## src/rtl/bcd_digit_collector.sv

```systemverilog
// Collects NDIG BCD digits into a packed word; first digit lands in the top nibble.
// Latency: word or error report is valid 1 cycle after the last/bad digit is accepted.
// Backpressure: in_ready drops while a word or error is held; held until out_ready.
// Optional: define BCD_COLLECT_BIN_EN to add the out_bin running binary value.
module bcd_digit_collector #(
    parameter int NDIG = 4
) (
    input  logic              clk,
    input  logic              rst,
    input  logic [3:0]        in_digit,
    input  logic              in_err,
    input  logic              in_valid,
    output logic              in_ready,
    input  logic              clear,
    output logic [4*NDIG-1:0] out_value,
    output logic              out_valid,
    output logic              out_err,
    input  logic              out_ready,
`ifdef BCD_COLLECT_BIN_EN
    output logic [13:0]       out_bin,
`endif
    output logic [2:0]        digit_cnt
);

    typedef enum logic [1:0] {
        IDLE    = 2'd0,
        COLLECT = 2'd1,
        FULL    = 2'd2,
        ERR     = 2'd3
    } state_t;

    state_t state;

    logic              accept;
    logic              bad_digit;
    logic              last_digit;
    logic [4*NDIG-1:0] shifted;

    // A single-digit word has nothing to shift; the new digit is the whole word.
    generate
        if (NDIG == 1) begin : g_one
            assign shifted = in_digit;
        end else begin : g_multi
            assign shifted = {out_value[4*NDIG-5:0], in_digit};
        end
    endgenerate

    assign in_ready   = (state == IDLE) || (state == COLLECT);
    assign accept     = in_valid && in_ready;
    assign bad_digit  = in_err || (in_digit > 4'd9);
    assign last_digit = (digit_cnt == 3'(NDIG - 1));

    // Collector state machine; rst and clear both return to an empty IDLE word.
    always_ff @(posedge clk) begin
        if (rst || clear) begin
            state     <= IDLE;
            out_value <= '0;
            digit_cnt <= '0;
            out_valid <= 1'b0;
            out_err   <= 1'b0;
        end else begin
            case (state)
                IDLE, COLLECT: begin
                    if (accept) begin
                        if (bad_digit) begin
                            // Partial word is kept for inspection alongside the error.
                            state     <= ERR;
                            out_valid <= 1'b1;
                            out_err   <= 1'b1;
                        end else begin
                            out_value <= shifted;
                            digit_cnt <= digit_cnt + 3'd1;
                            if (last_digit) begin
                                state     <= FULL;
                                out_valid <= 1'b1;
                                out_err   <= 1'b0;
                            end else begin
                                state <= COLLECT;
                            end
                        end
                    end
                end
                FULL, ERR: begin
                    if (out_ready) begin
                        state     <= IDLE;
                        out_value <= '0;
                        digit_cnt <= '0;
                        out_valid <= 1'b0;
                        out_err   <= 1'b0;
                    end
                end
                default: state <= IDLE;
            endcase
        end
    end

`ifdef BCD_COLLECT_BIN_EN
    // Running binary value of the good digits, cleared whenever the word is emptied.
    always_ff @(posedge clk) begin
        if (rst || clear) begin
            out_bin <= '0;
        end else if ((state == FULL || state == ERR) && out_ready) begin
            out_bin <= '0;
        end else if (accept && !bad_digit) begin
            out_bin <= 14'(out_bin * 14'd10 + {10'd0, in_digit});
        end
    end
`endif

endmodule

```

## config.mk

```make
export PLATFORM = sky130hd
export DESIGN_NAME = bcd_digit_collector
export DESIGN_NICKNAME = d
export VERILOG_FILES = /design/src/rtl/bcd_digit_collector.sv
export SDC_FILE = /design/constraint.sdc
export NUM_CORES = 1
export LEC_CHECK = 0
export BUFFER_PORTS_ARGS = -buffer_cell sky130_fd_sc_hd__clkbuf_2
export CAP_MARGIN = 20
export CORE_MARGIN = 1
export CORE_UTILIZATION = 48
export CTS_CLUSTER_DIAMETER = 100
export CTS_CLUSTER_SIZE = 40
export DETAILED_ROUTE_END_ITERATION = 12
export PLACE_DENSITY = 0.77
export SLEW_MARGIN = 10
export SYNTH_ARGS = -nofsm -noshare
export SYNTH_HDL_FRONTEND = slang
export SYNTH_SLANG_ARGS = --single-unit
```

## constraint.sdc

```tcl
create_clock -name clk -period 1.9 [get_ports clk]
set_input_delay 0.095 -clock clk [delete_from_list [all_inputs] [get_ports clk]]
set_output_delay 0.095 -clock clk [all_outputs]
set_load 0.02 [all_outputs]
```

# Word level (Yosys, flattened, before mapping)
# Index checks and enable logic that the tools add are counted.
# totals
ff_bits,23
inputBits,10
out_inout_bits,22
wordCells,47
# classes
addsub,1
order_cmp,1
eq_ne,8
mux,22
reduce_logical,10
# op_table
op,count
two-way mux 16 bit,3
case mux 16 bit (2 select lines),1
two-way mux 3 bit,3
two-way mux 2 bit,4
two-way mux 1 bit,7
"!= test 2 bit, second input constant",3
case mux 3 bit (2 select lines),1
AND reduction 3 bit,2
"equality test 2 bit, second input constant",2
"> comparator 4 bit, second input constant",1
case mux 1 bit (2 select lines),2
case mux 2 bit (2 select lines),1
OR reduction 2 bit,2
"adder 3 x 1 -> 3 bit, second input constant",1
"equality test 3 x 2 -> 1 bit, second input constant",1
logical OR 1 bit,3
"!= test 3 bit, second input constant",1
"equality test 2 x 1 -> 1 bit, second input constant",1
logical NOT 2 bit,1
AND reduction 2 bit,1
logical AND 1 bit,1

# Longest topological paths before layout
# logic_depth
depth_word,5
depth_mapped,5
ltp_nobuf,4

# Worst setup path before layout
# Ideal clock, no wire load.
# synth_timing
kind,register to register
startpoint,register digit_cnt[0]
endpoint,register state[1]
setup_time_ps,141
arrival_ps,1274
required_time_ps,1759
slack_ps,485
stages_incl_launch_ff,5
n_path_buf,0
synth_period_minus_slack_ps,1415
cell_sequence,dfxtp_1 > ha_1 > ha_1 > o311ai_0 > o41ai_1
# synth_between
elab_chain_len,5
# synth_lines
item,line,rtl
"start, declared",22,output logic [2:0] digit_cnt
"start signal, assigned",72,digit_cnt <= digit_cnt + 3'd1;
equality test 3 x 2 -> 1 bit,51,assign last_digit = (digit_cnt == 3'(NDIG - 1));
two-way mux 2 bit,73,if (last_digit) begin
two-way mux 2 bit,65,if (bad_digit) begin
two-way mux 2 bit,64,if (accept) begin
case mux 2 bit (2 select lines),62,case (state)
"end signal, assigned",67,state <= ERR;
"end signal, assigned",74,state <= FULL;
"end signal, assigned",78,state <= COLLECT;
"end, declared",32,state_t state;
# Every way passes these cells. The select of a mux whose other input is x is not followed.
# A chain may end at the register's enable or synchronous reset.

# Final worst setup path
# layout_timing
startpoint,register state[1]
endpoint,register digit_cnt[0]
# layout_between
elab_chain_len,5
elab_cells_between_ends,13
classes_between,eq/ne (6); mux (1); reduce/logical (6)
# layout_lines
item,line,rtl
"start signal, assigned",56,state <= IDLE;
"start signal, assigned",67,
"start signal, assigned",74,
equality test 2 x 1 -> 1 bit / logical NOT 2 bit (equally long branches),"48, 62",
logical OR 1 bit,48,assign in_ready = (state == IDLE) || (state == COLLECT);
logical AND 1 bit,49,assign accept = in_valid && in_ready;
!= test 2 bit (no source line),n/a,
AND reduction 3 bit (no source line),n/a,
# Parallel ways exist; a longest one is shown, timed or not.

==> results.ini <==
[route]
via_count = 844
viasPerCell = 5.12
drt-wirelength-per-cell_um = 12.4
post-route-drc-count = 0
drt_first_pass_iters = 4
final_antenna_net_count = 0
drt_wl_total_um = 2050
drtIter0Drc = 13

[clock_network]
cts_buffer_depth = 2
postCtsSetupRepairBufs = 0
cts_made_buffers = 3
cts.sinks = 22
clock_latency_ps = 310
root_buffer = clkbuf_4
cts_tree = done
post_cts_resized = 0
clk_pin_slew_ps = 130
htreeDepth = 1

[finish]
diodes = 0
final_cell_area_mm2 = 0.00122
drive_above_1_share_pct = 31.4
nets = 153
nFillCells = 161
area_growth_pct = 27.2

[synthesis]
synth_top_area_share_pct = 46.0
ys_top_cells_by_area = dfxtp_1 46%, mux2i_1 19%, nand2_1 15%
synth_nets = 118
synthesis.area_um2 = 957
synthDistinctLibCells = 21
synth_most_common_cell = nand2_1
muxShareOfSynthArea_pct = 18.8
avgSynthCellArea_um2 = 9.03
synth_ff_type = dfxtp_1
synth_top_family_by_area = simple AND/OR/NAND/NOR gates
synthTopCellsByCount = 37 x nand2_1, 22 x dfxtp_1, 18 x mux2i_1
synth.ff_latch_count = 22
synth_xor_area_share_pct = 0
synth-edff-count = 0
synth_compound_area_share_pct = 6.80
async_flop_share_pct = 0
synth_fa_ha_area_share_pct = 2.61
syn_inst = 106
synth_area_leader_cell = dfxtp_1
synth_seq_area_share_pct = 46.0
yosys.area_share.simple_pct = 21.0
ys_warn_count = 0

[timing]
fmax_ghz = 0.663
slew_headroom_pct = 59.8
period_share_pct = 79.4
tightest_slew_ps = 601
tns_ps = 0
slew_violations = 0
rsz0062_at_grt = false
hold_violations = 0
period_needed_ps = 1510
setup_viol = 0
skew_ps = 1.46

[floorplan]
die_x_um = 46.7
ios = 32
start_util_pct = 53.1
core_mm2 = 0.00180
dieArea_mm2 = 0.00218
die_y_um = 46.7
rows = 15

[job]
maxCapViolCount = 0

[setup_path]
crit_type = reg2reg
crit_arrival_ps = 1770
r2r.worst_path.cells = 3
crit_path_start_kind = flip-flop
cp-end-kind = flip-flop
cp_max_fo = 8
r2r-start = state[1]
rrSetupSlack_ps = 390
r2r_end = digit_cnt[0]
worstPathRequired_ps = 2160

[power]
power_density_mw_per_mm2 = 756
peakVddDrop_mv = 0.542
p_leak_nw = 0.510

[hold_path]
worstHoldEndpoint = state[1]
min_from = rst
worst_hold_path.num_cells = 2
hp-class = in2reg

[place]
placed_area_mm2 = 0.00115
io_buffer_count = 31
place_hpwl_um = 1500
gp_congestion = 0.843

[global_routing]
grt_pass1_wl_um = 3430
overflow = 0
grt_max_degree = 19
track_usage_pct = 22.5
grt_pass1_vias = 763
grt_antenna_before_repair = 0

[status]
outcome = finished clean

==> per-stage QoR <==
step	hold slack (ps)	util (%)	setup slack (ps)	total power (W)	instances
floorplan	184	-	485	0.000531	106
global placement	325	64.1	490	0.000562	160
detailed placement	344	64.1	429	0.000564	160
CTS	4.04	67.6	400	0.000926	165
global route	4.94	67.6	314	0.000955	165
finish	11.4	67.6	391	0.000920	165
==> where the power goes <==
part / internal, W / switching [W] / leakage [nW]
logic: 0.0000344 / 0.0000500 / 0.305
registers: 0.000467 / 0.00000492 / 0.178
clock network: 0.000213 / 0.000151 / 0.0279
==> worst max-delay path by stage <==
stage | start | end | slack, ps
after floorplan | digit_cnt[0] | state[1] | 480
after global placement | state[1] | digit_cnt[0] | 490
after detailed placement | digit_cnt[0] | state[1] | 430
after CTS | state[1] | digit_cnt[0] | 400
after global routing | digit_cnt[0] | state[1] | 310
final | state[1] | digit_cnt[0] | 390
==> cells by family after synthesis <==
family / after synthesis
AOI/OAI and AO/OA: 8
adders and majority gates: 2
buffers and inverters: 10
DFF: 22
muxes: 18
and+or+nand+nor: 46
==> final cells by class <==
| type | instances | area (um2) | area share [%] |
|---|---|---|---|
| clock buffers | 3 | 22.5 | 1.85 |
| clock inverters | 1 | 30.0 | 2.47 |
| flip-flops and latches | 22 | 440 | 36.2 |
| inverters | 4 | 15.0 | 1.23 |
| well taps | 25 | 31.3 | 2.57 |
| repair buffers | 36 | 195 | 16.0 |
| multi-input cells | 74 | 483 | 39.7 |
==> critical path, stage by stage (launching register included) <==
cell	delay [ps]
dfxtp_1	400
or4_1	540
or4_1	420
nand3_1	100
==> layout by cell type (no fill, tap or decap), types with 2 or more instances in the layout <==
cell type	n
clkbuf_4	3
clkbuf_2	31
buf_4	4
inv_1	4
mux2i_1	18
or4_1	2
and2b_2	2
o311ai_0	2
nand2_1	37
dfxtp_1	22
ha_1	2
==> layer usage <==
| layer | vias to the layer above | global-route usage (%) | routed length, um |
|---|---|---|---|
| li1 | 424 | - | - |
| met1 | 386 | 28.0 | 926 |
| met2 | 30 | 36.4 | 998 |
| met3 | 4 | 5.88 | 97 |
| met4 | 0 | 9.14 | 29 |
| met5 | - | 0 | 0 |
==> state kept, by name, indices dropped and copies added, names as in the netlist <==
| register | flops |
|---|---|
| out_value | 16 |
| out_err | 1 |
| state | 1 |
| out_valid | 1 |
| digit_cnt | 3 |
==> timing repair <==
item | 4_1_cts | 5_1_grt
hold buffers | 1 | 0
hold endpoints to repair | 1 | 0
endpoints found under the setup margin | 0 | 0
Note: power is estimated with default switching activity, not from simulation.
